### src/rtl/svn_pkg.sv
// Shared constants for the seven-segment display path: active-high hex glyphs,
// the all-off pattern and the output polarity helper.
package svn_pkg;

   localparam logic [6:0] SEG_BLANK = 7'h00;

   // Bit order {g,f,e,d,c,b,a}, 1 = segment lit.
   localparam logic [6:0] GLYPH [16] = '{
      7'h3F, 7'h06, 7'h5B, 7'h4F, 7'h66, 7'h6D, 7'h7D, 7'h07,
      7'h7F, 7'h6F, 7'h77, 7'h7C, 7'h39, 7'h5E, 7'h79, 7'h71
   };

   function automatic logic [6:0] seg_pol(input logic [6:0] seg_hi, input bit active_low);
      return active_low ? ~seg_hi : seg_hi;
   endfunction

endpackage

### src/rtl/svn_hex_decoder.sv
// Combinational nibble-to-glyph decoder with a forced-blank input.
module svn_hex_decoder
   import svn_pkg::*;
(
   input  logic [3:0] i_value,
   input  logic       i_blank,
   output logic [6:0] o_seg
);

   // NOTE: every output of an always_comb gets a default first, so no path can infer a latch.
   always_comb begin
      o_seg = GLYPH[i_value];
      if (i_blank) o_seg = SEG_BLANK;
   end

endmodule

### src/rtl/svn_display_mux.sv
// Time-multiplexed seven-segment scanner with periodic/forced snapshots,
// decimal point, leading-zero blanking and whole-display blink.
module svn_display_mux
   import svn_pkg::*;
#(
   parameter  int NUM_DIGITS = 4,
   parameter  int SCAN_DIV   = 48000,
   parameter  int UPDATE_DIV = 6000000,
   parameter  bit ACTIVE_LOW = 1'b1,
   localparam int IW         = (NUM_DIGITS > 2) ? $clog2(NUM_DIGITS) : 1
) (
   input  logic                    clk,
   input  logic                    rst_n,
   input  logic [4*NUM_DIGITS-1:0] digits_in,
   input  logic [IW-1:0]           dp_pos,
   input  logic                    dp_en,
   input  logic                    blank_lz,
   input  logic                    blink_en,
   input  logic                    load,
   output logic [NUM_DIGITS-1:0]   en,
   output logic [6:0]              svn_conf,
   output logic                    DP,
   output logic                    update_tick
);

   localparam int SW = $clog2(SCAN_DIV);
   localparam int UW = $clog2(UPDATE_DIV);
   localparam logic [SW-1:0] SCAN_LAST = SW'(SCAN_DIV - 1);
   localparam logic [UW-1:0] UPD_LAST  = UW'(UPDATE_DIV - 1);
   localparam logic [IW-1:0] IDX_LAST  = IW'(NUM_DIGITS - 1);

   logic [SW-1:0]           r_scan_cnt;
   logic [UW-1:0]           r_upd_cnt;
   logic [IW-1:0]           r_idx;
   logic                    r_phase;
   logic [4*NUM_DIGITS-1:0] r_digits;
   logic [IW-1:0]           r_dp_pos;
   logic                    r_dp_en;
   logic                    r_tick;
   logic [NUM_DIGITS-1:0]   r_en;
   logic [6:0]              r_seg;
   logic                    r_dp;

   logic                    w_scan_wrap;
   logic                    w_upd_tc;
   logic                    w_snap;
   logic [3:0]              w_nib;
   logic [IW-1:0]           w_eff_pt;
   logic [NUM_DIGITS-1:0]   w_tail_zero;
   logic                    w_blink_off;
   logic                    w_lz_blank;
   logic                    w_dp_hi;
   logic [6:0]              w_seg_hi;
   logic [NUM_DIGITS-1:0]   w_onehot;

   assign w_scan_wrap = (r_scan_cnt == SCAN_LAST);
   assign w_upd_tc    = (r_upd_cnt == UPD_LAST);
   assign w_snap      = w_upd_tc | load;

   // NOTE: sequential state uses non-blocking assignments so every register samples pre-edge values.
   always_ff @(posedge clk or negedge rst_n) begin
      if (!rst_n) begin
         r_scan_cnt <= '0;
         r_upd_cnt  <= '0;
         r_idx      <= '0;
         r_phase    <= 1'b0;
         r_digits   <= '0;
         r_dp_pos   <= '0;
         r_dp_en    <= 1'b0;
         r_tick     <= 1'b0;
      end else begin
         r_scan_cnt <= w_scan_wrap ? '0 : r_scan_cnt + SW'(1);
         if (w_scan_wrap) r_idx <= (r_idx == IDX_LAST) ? '0 : r_idx + IW'(1);
         r_upd_cnt <= w_snap ? '0 : r_upd_cnt + UW'(1);
         if (w_snap) begin
            r_digits <= digits_in;
            r_dp_pos <= dp_pos;
            r_dp_en  <= dp_en;
         end
         // Only the free-running period drives blink; a forced load leaves the phase alone.
         if (w_upd_tc) r_phase <= ~r_phase;
         r_tick <= w_snap;
      end
   end

   // w_tail_zero[k] = snapshot digits k..NUM_DIGITS-1 are all zero.
   always_comb begin
      logic zero_run;
      zero_run    = 1'b1;
      w_tail_zero = '0;
      for (int k = NUM_DIGITS - 1; k >= 0; k--) begin
         zero_run       = zero_run & (r_digits[4*k +: 4] == 4'h0);
         w_tail_zero[k] = zero_run;
      end
   end

   assign w_nib       = r_digits[4*int'(r_idx) +: 4];
   assign w_eff_pt    = r_dp_en ? r_dp_pos : '0;
   assign w_blink_off = blink_en & r_phase;
   assign w_lz_blank  = blank_lz & (r_idx > w_eff_pt) & w_tail_zero[r_idx];
   assign w_dp_hi     = r_dp_en & (r_idx == r_dp_pos) & ~w_blink_off & ~w_lz_blank;

   always_comb begin
      w_onehot = '0;
      if (!w_blink_off) w_onehot[r_idx] = 1'b1;
   end

   svn_hex_decoder u_dec (
      .i_value (w_nib),
      .i_blank (w_lz_blank | w_blink_off),
      .o_seg   (w_seg_hi)
   );

   // Enable, segments and DP share one register stage so they always switch on the same edge.
   always_ff @(posedge clk or negedge rst_n) begin
      if (!rst_n) begin
         r_en  <= ACTIVE_LOW ? '1 : '0;
         r_seg <= seg_pol(SEG_BLANK, ACTIVE_LOW);
         r_dp  <= ACTIVE_LOW;
      end else begin
         r_en  <= ACTIVE_LOW ? ~w_onehot : w_onehot;
         r_seg <= seg_pol(w_seg_hi, ACTIVE_LOW);
         r_dp  <= w_dp_hi ^ ACTIVE_LOW;
      end
   end

   assign en          = r_en;
   assign svn_conf    = r_seg;
   assign DP          = r_dp;
   assign update_tick = r_tick;

endmodule

### config.mk
export PLATFORM = sky130hd
export DESIGN_NAME = svn_display_mux
export DESIGN_NICKNAME = d
export VERILOG_FILES = /design/src/rtl/svn_pkg.sv /design/src/rtl/svn_hex_decoder.sv /design/src/rtl/svn_display_mux.sv
export SDC_FILE = /design/constraint.sdc
export NUM_CORES = 1
export LEC_CHECK = 0
export BUFFER_PORTS_ARGS = -buffer_cell sky130_fd_sc_hd__buf_2
export CAP_MARGIN = 20
export CELL_PAD_IN_SITES_DETAIL_PLACEMENT = 1
export CELL_PAD_IN_SITES_GLOBAL_PLACEMENT = 1
export CORE_UTILIZATION = 40
export CTS_BUF_LIST = sky130_fd_sc_hd__clkbuf_4
export DETAILED_ROUTE_END_ITERATION = 8
export PLACE_DENSITY_LB_ADDON = 0.1
export SLEW_MARGIN = 25
export SYNTH_ARGS = -nofsm -noshare
export SYNTH_HDL_FRONTEND = slang
export SYNTH_HIERARCHICAL = 1
export SYNTH_SLANG_ARGS = --single-unit
### constraint.sdc
create_clock -name clk -period 2.7 [get_ports clk]
set_clock_uncertainty 0.05 [all_clocks]
set_input_delay 0.405 -clock clk [delete_from_list [all_inputs] [get_ports clk]]
set_output_delay 0.405 -clock clk [all_outputs]
set_load 0.01 [all_outputs]
==> run metrics <==
Critical Path AT 2700 ps; dpl ws 279 ps; cell area after layout 4170 sq um; mean area per synthesized cell 10.9 sq um; layout cells sized above 1 0.266; Clock Pin Slew Worst Setup and Hold Paths 130 ps; number of global-route vias before repair 2798; die height 97.7 um; CP Capture Type flip-flop; GRT Overall Usage 0.183; Setup WS post-layout 306 ps; Relative slew margins 0.425; Post-Syn Nets 374; CTS Buffer Depth 2; status complete, but fails checks; drt pass-1 iters 7; DR WL/cell 15.8 um; post-layout util 0.473; fin nets 416; Seq pwr share 0.525; Core Region 8810 sq um; Final Hold Violating Endpoints 0; Die Span X 97.7 um; min-delay worst type in -> async; register area share after synthesis 0.510; worst skew pair latency 410 ps; final setup violation count 0; Initial Util 0.416; via count 2634; distinct cell type count after synthesis 43; first-pass GRT wire length 13.8 mm; PwrDens 552 nW/um^2; Worst Reg-to-Reg Cells 9; Post-Synthesis Cell Area 3660 sq um; Post-CTS Hold Fix Bufs 0; Max-cap violations 0; # IOs 37; area post-placement 3990 sq um; port buffer count 36; Power Internal 1.75 mW; Cells after Synth 336; total power 2.30 mW; Die ar. 9540 sq um; VDD IR-drop max 0.219 mV; synth top area cells dfrtp_1 42%, dfstp_2 8.6%, mux2_2 5.8%, ha_1 4.8%, xnor2_1 3.8%; global route overflow 0; CP Launch Type flip-flop; Rows 34; WL final 7.76 mm; Setup TNS 0 ps; dpl cells 475; Synth-to-Final Area Change 13.7%; WHS 26.9 ps; antenna viol nets, final 0; Diodes inserted 0; Sink Count 74; RSZ-0062 raised after global routing false; fin crit share 0.887; combinational share of power 0.098; post-CTS sizing 0; largest net degree at the start of global routing 69; 1st-iter DRT viols 83; # fillers 978; Crit Path Max Fanout 8; Ys Warns 6; Root Buffer clkbuf_4; LEAKAGE 1.82 nW; Net Sw Power 0.545 mW; Achievable Freq 418 MHz; Seq cells post-synth 74; # DRC 7; via/cell ratio 5.36; antenna violations before repair 0; Worst Path Required 3010 ps; GP Congestion 0.753; TritonCTS Buffers 9; violated checks DRC; Sw Ratio 0.237; max-slew violation count 0; half-perimeter wire length after placement 5.48 mm; Slew @ Worst Pin 863 ps; final non-filler cell total 491; top-area cell type share of the netlist area 0.424; Period minus WS final 2390 ps; CTS H-Tree Depth 3; area leader, netlist dfrtp_1; postcts setup bufs 0; Clk pwr share 0.377; CTS tree built; worst setup path class reg -> reg
-- final timing paths --
check / startpoint / to / slack, ps
worst max-delay path: r_idx[0] / svn_conf[1] / 310
min in group clk: load / r_upd_cnt[6] / 100
max in group asynchronous: rst_n / DP / 1830
worst max register to register: r_idx[0] / svn_conf[1] / 310
worst min register to register: r_scan_cnt[0] / r_scan_cnt[0] / 440
worst min-delay path: rst_n / r_upd_cnt[16] / 30
-- Yosys cell counts --
cell	number
dfrtp_1	62
nor2_1	30
inv_1	23
nand2_1	22
mux2_2	19
xnor2_1	16
a21oi_1	15
ha_1	14
o21ai_0	13
dfstp_2	12
nand3_1	11
nand4_1	10
xor2_1	10
nor3_1	7
nor4_1	7
buf_2	6
a211oi_1	5
clkbuf_1	5
mux4_2	5
or4_1	5
and3_1	4
or3_1	4
and4_1	3
nor2b_1	3
or3_2	3
a31o_2	2
nor3b_1	2
nor4b_1	2
o31ai_1	2
a2111oi_0	1
a21o_1	1
a22o_1	1
a41o_1	1
and2_1	1
and2b_2	1
and4b_1	1
buf_6	1
mux2i_1	1
nand4_2	1
nand4_4	1
nand4b_1	1
o32ai_1	1
or3b_2	1
-- layout make-up --
class                   instances  area, sq um  area share
flip-flops and latches         74         1870       0.448
repair buffers                 43          248      0.0595
multi-input cells             227         1650       0.396
clock buffers                  10         75.1      0.0180
clock inverters                 6          105      0.0252
inverters                      23         86.3      0.0207
well taps                     108          135      0.0324
-- placed cells by master (no fill, tap or decap), types with 2 or more instances in the layout --
master,Yosys,final
nor2b_1,3,3
dfstp_2,12,12
nor4_1,7,7
mux4_2,5,5
xnor2_1,16,16
and4_1,3,3
clkinv_1,0,2
or4_1,5,5
nand3_1,11,11
inv_1,23,23
nor3_1,7,7
or3_2,3,3
or3_1,4,4
nor3b_1,2,2
a211oi_1,5,5
o31ai_1,2,2
dfrtp_1,62,62
ha_1,14,14
a31o_2,2,2
nand2_1,22,22
mux2_2,19,19
clkbuf_4,0,10
nor4b_1,2,2
a21oi_1,15,15
bufinv_16,0,3
o21ai_0,13,13
buf_4,0,7
and3_1,4,4
xor2_1,10,10
buf_2,6,35
nor2_1,30,30
nand4_1,10,10
-- power by group through the flow --
| stage | logic [mW] | registers [mW] | clock network, mW |
|---|---|---|---|
| after global routing | 0.259 | 1.22 | 0.944 |
| after global placement | 0.226 | 1.23 | 0 |
| final | 0.226 | 1.21 | 0.866 |
| after detailed placement | 0.231 | 1.23 | 0 |
| after floorplan | 0.134 | 1.23 | 0 |
| after CTS | 0.232 | 1.21 | 0.892 |
-- routing by layer --
layer	share of wire	wire [um]	up-vias	global-route usage
met5	0	0	-	0
met2	0.46	3550	42	0.287
li1	-	-	1275	-
met3	0.028	214	14	0.0273
met4	0.018	140	0	0.0688
met1	0.50	3850	1303	0.255
-- registers in the layout, summed over array words and instances (netlist names) --
register and cells:
en 4, r_scan_cnt 16, r_dp_pos 2, r_digits 16, r_idx 2, r_phase 1, r_upd_cnt 23, update_tick 1
r_dp_en 1, DP 1, svn_conf 7
-- worst max-delay path, cell delays in order (launching register included) --
cell	delay, ps
dfrtp_1	590
inv_1	190
ha_1	340
a21oi_1	120
nand2_1	60
a2111oi_0	450
a21o_1	300
a31o_2	150
a21oi_1	30
inv_1	70
-- cells by family after synthesis --
group	count (synthesis)	share of synthesized area
fa+ha+maj	14	0.0478
compound gates	42	0.0694
buf+inv	35	0.0400
simple gates	120	0.179
mux	25	0.0919
flops	74	0.510
xor+xnor	26	0.0622
Power figures use the tool's default switching activity.
